### src/rtl/agc_gain_datapath.sv
// AGC datapath: detect-window counters, peak magnitude tracking, level decision
// and the saturating VGA gain code stepped by the controller's adjust phase.
module agc_gain_datapath #(
   parameter int unsigned SAMPLE_W  = 8,
   parameter int unsigned HI_THR    = 96,
   parameter int unsigned LO_THR    = 48,
   parameter int unsigned GAIN_W    = 5,
   parameter int unsigned GAIN_INIT = 16,
   parameter int unsigned GAIN_MAX  = 31
) (
   input  logic                       clk,
   input  logic                       RESETn,
   input  logic signed [SAMPLE_W-1:0] sample,
   input  logic                       sample_valid,
   input  logic                       counter1_mode,
   input  logic                       counter2_mode,
   input  logic                       preamble_counter_mode,
   input  logic                       detect_mode,
   input  logic                       adjust,
   input  logic                       up_dn,
   output logic [3:0]                 counter1,
   output logic [3:0]                 counter2,
   output logic [7:0]                 preamble_counter,
   output logic                       indicator,
   output logic                       done,
   output logic [GAIN_W-1:0]          gain_code,
   output logic                       gain_at_limit
);

   localparam int unsigned CNT_W = 4;
   localparam int unsigned PRE_W = 8;
   localparam logic [CNT_W-1:0]    CNT_MAX  = CNT_W'(15);
   localparam logic [CNT_W-1:0]    CNT_LAST = CNT_W'(14);
   localparam logic [PRE_W-1:0]    PRE_MAX  = PRE_W'(127);
   localparam logic [SAMPLE_W-1:0] MAG_MAX  = {1'b0, {(SAMPLE_W-1){1'b1}}};
   localparam logic [SAMPLE_W-1:0] MOST_NEG = {1'b1, {(SAMPLE_W-1){1'b0}}};
   localparam logic [SAMPLE_W-1:0] HI_LVL   = SAMPLE_W'(HI_THR);
   localparam logic [SAMPLE_W-1:0] LO_LVL   = SAMPLE_W'(LO_THR);
   localparam logic [GAIN_W-1:0]   GAIN_TOP = GAIN_W'(GAIN_MAX);
   localparam logic [GAIN_W-1:0]   GAIN_RST = GAIN_W'(GAIN_INIT);

   logic [CNT_W-1:0]    counter1_q, counter1_d;
   logic [CNT_W-1:0]    counter2_q, counter2_d;
   logic [PRE_W-1:0]    pre_q, pre_d;
   logic [SAMPLE_W-1:0] peak_q, peak_d;
   logic                indicator_q, indicator_d;
   logic                done_q, done_d;
   logic [GAIN_W-1:0]   gain_q, gain_d;
   logic                adjust_q, adjust_d;

   logic [SAMPLE_W-1:0] sample_u;
   logic [SAMPLE_W-1:0] mag;
   logic [SAMPLE_W-1:0] pk;
   logic                win_eval;
   logic                gain_step;

   assign sample_u = sample;

   // Absolute value; the most negative code saturates instead of wrapping.
   always_comb begin
      mag = sample_u;
      if (sample_u == MOST_NEG) begin
         mag = MAG_MAX;
      end else if (sample_u[SAMPLE_W-1]) begin
         mag = ~sample_u + SAMPLE_W'(1);
      end
   end

   assign pk        = (mag > peak_q) ? mag : peak_q;
   assign win_eval  = counter1_mode && sample_valid && (counter1_q == CNT_LAST);
   assign gain_step = adjust && !adjust_q;

   always_comb begin
      counter1_d  = counter1_q;
      counter2_d  = counter2_q;
      pre_d       = pre_q;
      peak_d      = peak_q;
      indicator_d = indicator_q;
      done_d      = done_q;
      gain_d      = gain_q;
      adjust_d    = adjust;

      if (!preamble_counter_mode) begin
         pre_d = '0;
      end else if (sample_valid && (pre_q != PRE_MAX)) begin
         pre_d = pre_q + PRE_W'(1);
      end

      if (!counter1_mode) begin
         counter1_d = '0;
      end else if (sample_valid && (counter1_q != CNT_MAX)) begin
         counter1_d = counter1_q + CNT_W'(1);
      end

      if (!counter2_mode) begin
         counter2_d = '0;
      end else if (counter2_q != CNT_MAX) begin
         counter2_d = counter2_q + CNT_W'(1);
      end

      if (!detect_mode) begin
         peak_d = '0;
      end else if (sample_valid && (counter1_q != CNT_MAX)) begin
         peak_d = pk;
      end

      // Decision lands together with counter1 reaching 15.
      if (win_eval) begin
         indicator_d = (pk >= HI_LVL);
         if ((pk >= LO_LVL) && (pk < HI_LVL)) begin
            done_d = 1'b1;
         end
      end
      if (!preamble_counter_mode) begin
         done_d = 1'b0;
      end

      if (gain_step) begin
         if (up_dn) begin
            if (gain_q != GAIN_TOP) gain_d = gain_q + GAIN_W'(1);
         end else begin
            if (gain_q != '0) gain_d = gain_q - GAIN_W'(1);
         end
      end
   end

   always_ff @(posedge clk) begin
      if (!RESETn) begin
         counter1_q  <= '0;
         counter2_q  <= '0;
         pre_q       <= '0;
         peak_q      <= '0;
         indicator_q <= 1'b0;
         done_q      <= 1'b0;
         gain_q      <= GAIN_RST;
         adjust_q    <= 1'b0;
      end else begin
         counter1_q  <= counter1_d;
         counter2_q  <= counter2_d;
         pre_q       <= pre_d;
         peak_q      <= peak_d;
         indicator_q <= indicator_d;
         done_q      <= done_d;
         gain_q      <= gain_d;
         adjust_q    <= adjust_d;
      end
   end

   assign counter1         = counter1_q;
   assign counter2         = counter2_q;
   assign preamble_counter = pre_q;
   assign indicator        = indicator_q;
   assign done             = done_q;
   assign gain_code        = gain_q;
   assign gain_at_limit    = (gain_q == '0) || (gain_q == GAIN_TOP);

endmodule

### config.mk
export PLATFORM = sky130hd
export DESIGN_NAME = agc_gain_datapath
export DESIGN_NICKNAME = d
export VERILOG_FILES = /design/src/rtl/agc_gain_datapath.sv
export SDC_FILE = /design/constraint.sdc
export NUM_CORES = 1
export LEC_CHECK = 0
export ABC_AREA = 1
export CAP_MARGIN = 30
export CELL_PAD_IN_SITES_DETAIL_PLACEMENT = 1
export CELL_PAD_IN_SITES_GLOBAL_PLACEMENT = 2
export CORE_UTILIZATION = 38
export DETAILED_ROUTE_END_ITERATION = 12
export DONT_BUFFER_PORTS = 1
export PLACE_DENSITY_LB_ADDON = 0.1
export SYNTH_ARGS = -nofsm -noshare
export SYNTH_HDL_FRONTEND = slang
export SYNTH_SLANG_ARGS = --single-unit
### constraint.sdc
create_clock -name clk -period 5.1 [get_ports clk]
set_input_delay 0.51 -clock clk [delete_from_list [all_inputs] [get_ports clk]]
set_output_delay 0.51 -clock clk [all_outputs]
set_load 0.1 [all_outputs]
* Word level (Yosys, flattened, before mapping)
Index checks and enable logic that the tools add are counted.
** Operators by class
- Add/subtract/negate cells :: 6
- Multiply operators :: 0
- Div/mod/pow operators :: 0
- $lt $le $gt $ge :: 4
- Equal/unequal tests :: 8
- Shift operators :: 0
- Multiplexer cells :: 6
- Bitwise gates (word level) :: 1
- Reduce and logical (&&, ||, !) cells :: 17
** Operators by type and width (count)
- $mux W8 :: 3
- $add A8 B1 Y8 const B :: 2
- $mux W5 :: 3
- $reduce_and A2 Y1 :: 5
- $add A4 B1 Y4 const B :: 2
- $eq A8 B8 Y1 const B :: 1
- $ge A8 B6 Y1 const B :: 1
- $ge A8 B7 Y1 const B :: 1
- $gt A8 B8 Y1 :: 1
- $lt A8 B7 Y1 const B :: 1
- $ne A4 B4 Y1 const B :: 2
- $ne A8 B7 Y1 const B :: 1
- $not A8 Y8 :: 1
- $logic_and A1 B1 Y1 :: 6
- $add A5 B1 Y5 const B :: 1
- $eq A5 B5 Y1 const B :: 1
- $logic_not A5 Y1 :: 1
- $ne A5 B5 Y1 const B :: 1
- $reduce_bool A5 Y1 :: 1
- $sub A5 B1 Y5 const B :: 1
- $eq A4 B4 Y1 const B :: 1
- $reduce_and A3 Y1 :: 1
- $ne A2 B1 Y1 const B :: 1
- $reduce_bool A2 Y1 :: 1
- other kinds (2) :: 2
** Word-level totals
- Register bits :: 32
- Latch bits :: 0
- RAM bits :: 0
- Bits in read-only memories :: 0
- Memories kept :: 0

* Longest topological paths before layout
Gate-level depths: netlist (run 1).
- Depth after elaboration :: 9
- Depth in mapped cells :: 20
- Depth with buffers taken out :: 20

* Least setup slack after synthesis (run 1)
Ideal clock, no wire load.
- Path kind :: flip-flop to flip-flop
- From :: reg gain_q[4], in the netlist gain_code[4]
- To :: reg gain_q[1], in the netlist gain_code[1]
- Setup time :: 0.070 ns
- Arrival :: 3.450 ns
- Required time :: 5.030 ns
- Slack :: 1.580 ns
- Stages on the path, launching flop included :: 7
- Path buffers :: 0
- Period minus slack after synthesis :: 3.520 ns
- Path through :: dfxtp_1 -> nand3_1 -> o22ai_1 -> nand2_1 -> nand2_1 -> nand2_1 -> a21oi_1
** Between the ends
- Cells in the longest elaborated chain, start to end :: 3
** RTL lines
- start, declared :: RTL line 48 : logic [GAIN_W-1:0] gain_q, gain_d;
- start signal, assigned :: RTL line 144 : gain_q <= gain_d;
- $ne A5 B5 Y1 / $reduce_bool A5 Y1 (equally long branches) :: RTL line 120, 122
- $ne A2 B1 Y1 (no source line) / $reduce_bool A2 Y1 (equally long branches)
- $reduce_and A3 Y1 (no source line) (*)
Every way passes the cells marked *; elsewhere a longest branch is shown, timed or not.
A chain may end at the register's enable or synchronous reset.

* Worst setup path in the final report (run 1)
- From :: in sample[0]
- To :: reg peak_q[4]
** Between the ends
- Cells in the longest elaborated chain, start to end :: 6
** RTL lines
- start, declared :: RTL line 13 : input logic signed [SAMPLE_W-1:0] sample,
- $not A8 Y8 :: RTL line 65 : mag = ~sample_u + SAMPLE_W'(1);
- $add A8 B1 Y8 :: RTL line 65
- $mux W8 :: RTL line 64 : end else if (sample_u[SAMPLE_W-1]) begin
- $mux W8 (*) :: RTL line 62 : if (sample_u == MOST_NEG) begin
- $gt A8 B8 Y1 :: RTL line 69 : assign pk = (mag > peak_q) ? mag : peak_q;
- $mux W8 (*) :: RTL line 69
- end signal, assigned :: RTL line 141 : peak_q <= peak_d;
- end, declared :: RTL line 45 : logic [SAMPLE_W-1:0] peak_q, peak_d;
Marks and branches as above.

==> reports/qor.csv, run 1 <==
metric,value,unit
layout-drive-gt1-share,17.5,%
drtAntennaViolNets,0,
hold_class,input port to flop,
vdd.ir_drop.worst,0.116,mV
drc_errors,0,
starting_density,39.7,%
synth.cell_area,2030,µm²
cts.hold.buffers_added,0,
global_route.usage.met1,24.1,%
core,5110,µm²
detail_route.vias_per_cell,5.08,
setup_repair_after_global_routing_missed_its_margin,false,
fraction_of_the_mapped_netlist_area_in_simple_logic_gates,31.2,%
grt_antenna_before_repair,0,
synth_area_leaders,"sky130_fd_sc_hd__dfxtp_1, sky130_fd_sc_hd__nand2_1, sky130_fd_sc_hd__ha_1",
largest_net_degree_at_the_start_of_global_routing,17,
final_period_minus_worst_setup_slack,2420,ps
synthesis.yosys.warnings,0,
timing.critical_path.from_type,input port,
register_cell_area_after_layout,641,µm²
worst-path-max-fanout,16,
worst_slew_pin_slew,1020,ps
synth_top_cell_by_area,sky130_fd_sc_hd__dfxtp_1,
synthesized_netlist_net_count,312,
postCtsResizedCells,0,
postSynthCellCount,278,
top_level_port_count,41,
die-area,5630,µm²
required,5270,ps
gp_congestion,0.761,
endpoint_kind,flop,
max_slew_headroom,32.0,%
tritoncts,built,
final.fill_count,644,
flops_latches_synth,32,
timing.final.hold_violations,0,
gr-max-usage-layer,met2,
global_route_wire_length_before_repair,8420,µm
synth.yosys.seq_area_share,31.6,%
main_flop_type_after_synthesis,sky130_fd_sc_hd__dfxtp_1,
multi_input_area,1210,µm²
hpwlAfterDp,4270,µm
ctsRootBufferMaster,sky130_fd_sc_hd__clkbuf_8,
dominant_combinational_cell_family_by_area_after_synthesis,simple AND/OR/NAND/NOR gates,
max_cap_viol_count,0,
met3_usage,5.09,%
tritoncts.num_buffers,5,
synth_largest_type_area_fraction,31.6,%
num-nets-final,336,
die_width,75.0,µm
cts_buffer_depth,2,
insertedDiodeCount,0,
setup_tns,0,ps
post_detailed_placement_cell_area,2440,µm²
synth_common_cells,"sky130_fd_sc_hd__nand2_1, sky130_fd_sc_hd__inv_1, sky130_fd_sc_hd__dfxtp_1, sky130_fd_sc_hd__nor2_1, sky130_fd_sc_hd__a21oi_1",
grt_pass1_vias,1876,
clkLatencyLatePin,280,ps
post_synth_xor_area_fraction,3.46,%
global_route.usage.met2,34.5,%
post_synth.cell_area_avg,7.29,µm²
cp_data_arrival_time,2590,ps
numPortBuffers,0,
synth-edff-count,0,
timing_worst_setup_path_type,input port to flop,
postLayoutCellArea,2630,µm²
synth.most_common_cell,sky130_fd_sc_hd__nand2_1,
drt_pass1_iterations,4,
grt-ovfl-total,0,
placementRows,26,
muxShareOfSynthArea,0,%
globalRouteTotalUtil,19.7,%
outcome,finished clean,
fin_worst_skew,2.04,ps
avgRoutedWirePerCell,14.6,µm
cts.htree.levels,2,
yosysUniqueCellTypes,37,
asyncSetResetFlopFracSynth,0,%
final_min_period_over_clock_period,47.4,%
flow.area_growth_from_synthesis,29.8,%
dieHeight,75.0,µm
cts.sink_count,32,
synth_fa_ha_area_share,10.9,%
postCtsSetupRepairBufs,0,
clk_pin_slew_worst_paths,70,ps
synth-compound-area-share,13.9,%
postRouteWirelength,5450,µm
power-per-cell-area,282,nW/µm²
drtIter0Drc,36,
report.final.slew_viol_count,0,
via_count,1893,
finalSetupViolCount,0,
clock.fmax,413,MHz
power.leakage,1.15,nW
## state kept, by name, summed over array words and instances, names as in the netlist
register,flops
counter2,4
indicator,1
gain_code,5
counter1,4
peak_q,8
preamble_counter,8
done,1
adjust_q,1
## final cells by class
cell class	count	share of cell area [%]
multi-input cells	201	46.0
flip-flops and latches	32	24.3
repair buffers	20	16.2
inverters	42	6.09
well taps	70	3.33
clock buffers	6	2.76
clock inverters	2	1.33
## worst paths after layout
path / slack [ps] / startpoint / endpoint / cells after the start
setup / recovery: 2680 / sample[0] / peak_q[4] / 16
hold / removal: 310 / RESETn / gain_code[4] / 1
setup reg to reg: 2760 / preamble_counter[2] / preamble_counter[5] / 9
hold reg to reg: 470 / peak_q[3] / peak_q[3] / 2
## layout by cell type (no fill, tap or decap), types with 3 or more instances in the layout
cell type                  Yosys  final
sky130_fd_sc_hd__dfxtp_1      32     32
sky130_fd_sc_hd__nand2_2       6      6
sky130_fd_sc_hd__a211oi_1      4      4
sky130_fd_sc_hd__xor2_1        7      7
sky130_fd_sc_hd__buf_6         1      5
sky130_fd_sc_hd__nand3_1      19     19
sky130_fd_sc_hd__nand3_2       4      4
sky130_fd_sc_hd__o21ai_0      13     13
sky130_fd_sc_hd__inv_2         3      3
sky130_fd_sc_hd__ha_1         16     16
sky130_fd_sc_hd__nand2_1      61     61
sky130_fd_sc_hd__clkbuf_8      0      5
sky130_fd_sc_hd__inv_1        38     38
sky130_fd_sc_hd__a21oi_1      21     21
sky130_fd_sc_hd__buf_16        0     13
sky130_fd_sc_hd__nor2_1       22     22
sky130_fd_sc_hd__nor3_1        5      5
## worst max-delay path, cell delays in order
cell                      delay [ps]
sky130_fd_sc_hd__inv_1            90
sky130_fd_sc_hd__ha_1            230
sky130_fd_sc_hd__inv_1            50
sky130_fd_sc_hd__nand2_1          60
sky130_fd_sc_hd__xor2_1          190
sky130_fd_sc_hd__nand2_1         110
sky130_fd_sc_hd__ha_1            290
sky130_fd_sc_hd__nand2_1          60
sky130_fd_sc_hd__inv_2            80
sky130_fd_sc_hd__nand2_1          70
sky130_fd_sc_hd__nand2_2          50
sky130_fd_sc_hd__nand2_2          60
sky130_fd_sc_hd__nand2_4          90
sky130_fd_sc_hd__nand3_2         290
sky130_fd_sc_hd__o21ai_0         290
sky130_fd_sc_hd__a21oi_1          60
## per-stage QoR
step                      hold slack [ps]  power, W  cells  setup WS (ps)  utilization (%)
after CTS                             310  0.000747    370           2670             49.9
after floorplan                       435  0.000434    278           1580                -
final                                 314  0.000743    373           2680             51.5
after global routing                  307  0.000784    373           2390             51.5
after global placement                445  0.000456    346           2440             41.2
after detailed placement              459  0.000502    362           2390             47.8
## logic make-up (layout without fill, tap and decap cells)
| group | count (synthesis) | count (layout) |
|---|---|---|
| XOR/XNOR | 8 | 8 |
| AND/OR/NAND/NOR | 128 | 128 |
| adder cells (fa/ha/maj) | 17 | 17 |
| flip-flops | 32 | 32 |
| buffers and inverters | 45 | 70 |
| AO/OA/AOI/OAI | 48 | 48 |
## metal layers
| layer | part of all wire (%) | wire length (µm) |
|---|---|---|
| met1 | 45 | 2460 |
| met2 | 49 | 2690 |
| met3 | 4.3 | 235 |
| met4 | 1.4 | 75 |
| met5 | 0 | 0 |
## power breakdown
group          internal (W)  total [W]  switching, W
registers          0.000261   0.000277     0.0000158
clock network      0.000145   0.000241     0.0000962
logic             0.0000840   0.000225      0.000141
total              0.000490   0.000743      0.000253
(Power assumes the default switching activity.)
==> inputs of run 2 (changes only) <==
--- a/config.mk
+++ b/config.mk
@@ -9,7 +9,7 @@
 export CAP_MARGIN = 30
 export CELL_PAD_IN_SITES_DETAIL_PLACEMENT = 1
 export CELL_PAD_IN_SITES_GLOBAL_PLACEMENT = 2
-export CORE_UTILIZATION = 38
+export CORE_UTILIZATION = 32
 export DETAILED_ROUTE_END_ITERATION = 12
 export DONT_BUFFER_PORTS = 1
 export PLACE_DENSITY_LB_ADDON = 0.1
==> constraint.sdc (replaced) <==
create_clock -name clk -period 2 [get_ports clk]
set_input_delay 0.2 -clock clk [delete_from_list [all_inputs] [get_ports clk]]
set_output_delay 0.2 -clock clk [all_outputs]
set_load 0.1 [all_outputs]
==> run 2 against run 1 <==
Core utilization fell by 7.3 points. Critical path type unchanged. Critical path depth fell by 1. Combinational power rose by 140%. Clock power rose to 2.6 times the previous value. Flip-flop and latch count did not move.
==> reports/qor.csv, run 2 (synthesized netlist as in run 1, its figures left out) <==
metric,value,unit
outcome,finished clean,
register_cell_area_after_layout,668,µm²
worst_path_max_delay_cell,sky130_fd_sc_hd__ha_1,
hold_class,input port to flop,
critPathMostFrequentCell,sky130_fd_sc_hd__nand2_1,
gp_congestion,0.771,
timing.critical_path.from_type,input port,
worst-path-max-fanout,7,
drtAntennaViolNets,0,
layout_commonest_cell,sky130_fd_sc_hd__nand2_1,
layout-drive-gt1-share,30.9,%
ctsRootBufferMaster,sky130_fd_sc_hd__clkbuf_8,
avgRoutedWirePerCell,12.8,µm
core,6030,µm²
dieHeight,81.6,µm
final_min_period_over_clock_period,91.2,%
cp_data_arrival_time,2000,ps
grt_antenna_before_repair,0,
top_level_port_count,41,
hpwlAfterDp,4000,µm
instances_no_fill,402,
grt-ovfl-total,0,
cts_buffer_depth,2,
numPortBuffers,0,
grt_pass1_vias,1958,
post_detailed_placement_cell_area,2440,µm²
insertedDiodeCount,0,
via_count,1935,
cp_cell_sequence,inv_2 -> ha_4 -> inv_1 -> nand2_1 -> xor2_1 -> nand2_1 -> ha_1 -> nand2_1 -> inv_2 -> buf_4 -> nand4_4 -> nand3_4 -> buf_4 -> o21ai_0 -> a21oi_1,
slack_of_the_worst_reg_to_reg_path,190,ps
mostFrequentLayoutCells,"sky130_fd_sc_hd__nand2_1, sky130_fd_sc_hd__buf_4, sky130_fd_sc_hd__inv_1",
totalPowerFinal,0.00190,W
final.fill_count,769,
power.leakage,1.20,nW
report.final.slew_viol_count,0,
clk_pin_slew_worst_paths,70,ps
cts.htree.levels,2,
flow.area_growth_from_synthesis,31.5,%
worst_slew_pin_slew,391,ps
placed_cells_incl_taps,385,
critPathTopFamily,simple AND/OR/NAND/NOR gates,
die_width,81.6,µm
globalRouteTotalUtil,16.7,%
power-per-cell-area,712,nW/µm²
setup_tns,0,ps
tritoncts.num_buffers,5,
starting_density,33.6,%
cp.buffers_inverters,5,
tritoncts,built,
drc_errors,0,
drt_pass1_iterations,3,
finalSetupViolCount,0,
max_slew_headroom,73.7,%
largest_net_degree_at_the_start_of_global_routing,14,
multi_input_area,1300,µm²
required,2180,ps
drtIter0Drc,42,
cts.sink_count,32,
endpoint_kind,flop,
timing_worst_setup_path_type,input port to flop,
num-nets-final,360,
max_cap_viol_count,0,
placementRows,28,
detail_route.vias_per_cell,4.81,
postRouteWirelength,5150,µm
clock.fmax,549,MHz
crit_path_max_incr_delay,280,ps
fin_worst_skew,9.85,ps
global_route_wire_length_before_repair,8490,µm
die-area,6660,µm²
postLayoutCellArea,2670,µm²
clkLatencyLatePin,290,ps
timing.final.hold_violations,0,
final_period_minus_worst_setup_slack,1820,ps
vdd.ir_drop.worst,0.305,mV
## run 2: path summary, 6_finish.rpt
kind,endpoint,cells after the start,start
max,peak_q[3],15,sample[0]
min,adjust_q,2,RESETn
max reg2reg,peak_q[3],10,peak_q[7]
min reg2reg,peak_q[0],2,peak_q[0]
## run 2: timing repair
action / in CTS / in global routing
hold buffers: 2 / 0
endpoints found under the setup margin: 2 / 7
cloned: 0 / 1
setup buffers: 0 / 6
gates resized for setup: 1 / 7
hold endpoints to repair: 2 / 0
pin swaps: 0 / 8
## run 2: layout make-up
type                    instances  share of cell area (%)
well taps                      75                    3.52
multi-input cells             202                    48.6
repair buffers                 43                    12.8
inverters                      42                    6.01
clock inverters                 2                    1.31
clock buffers                   6                    2.72
flip-flops and latches         32                    25.1
## run 2: power breakdown
group          total [W]  switching (W)  internal, W
clock network   0.000622       0.000253     0.000370
logic           0.000547       0.000348     0.000200
registers       0.000727      0.0000589     0.000668
total            0.00190       0.000660      0.00124
## run 2: stage by stage
step	util, %	worst slack [ps]	hold WS, ps
after detailed placement	40.5	-314	295
after floorplan	-	1.80	293
after CTS	42.7	96.0	1.82
after global routing	44.2	-28.2	0.0790
final	44.2	177	15.1
after global placement	40.5	-317	288
## run 2: routing by layer
layer	wire [µm]	track usage (%)
met2	2530	29.7
met3	239	5.11
met1	2340	19.5
met5	0	0
met4	43	3.68
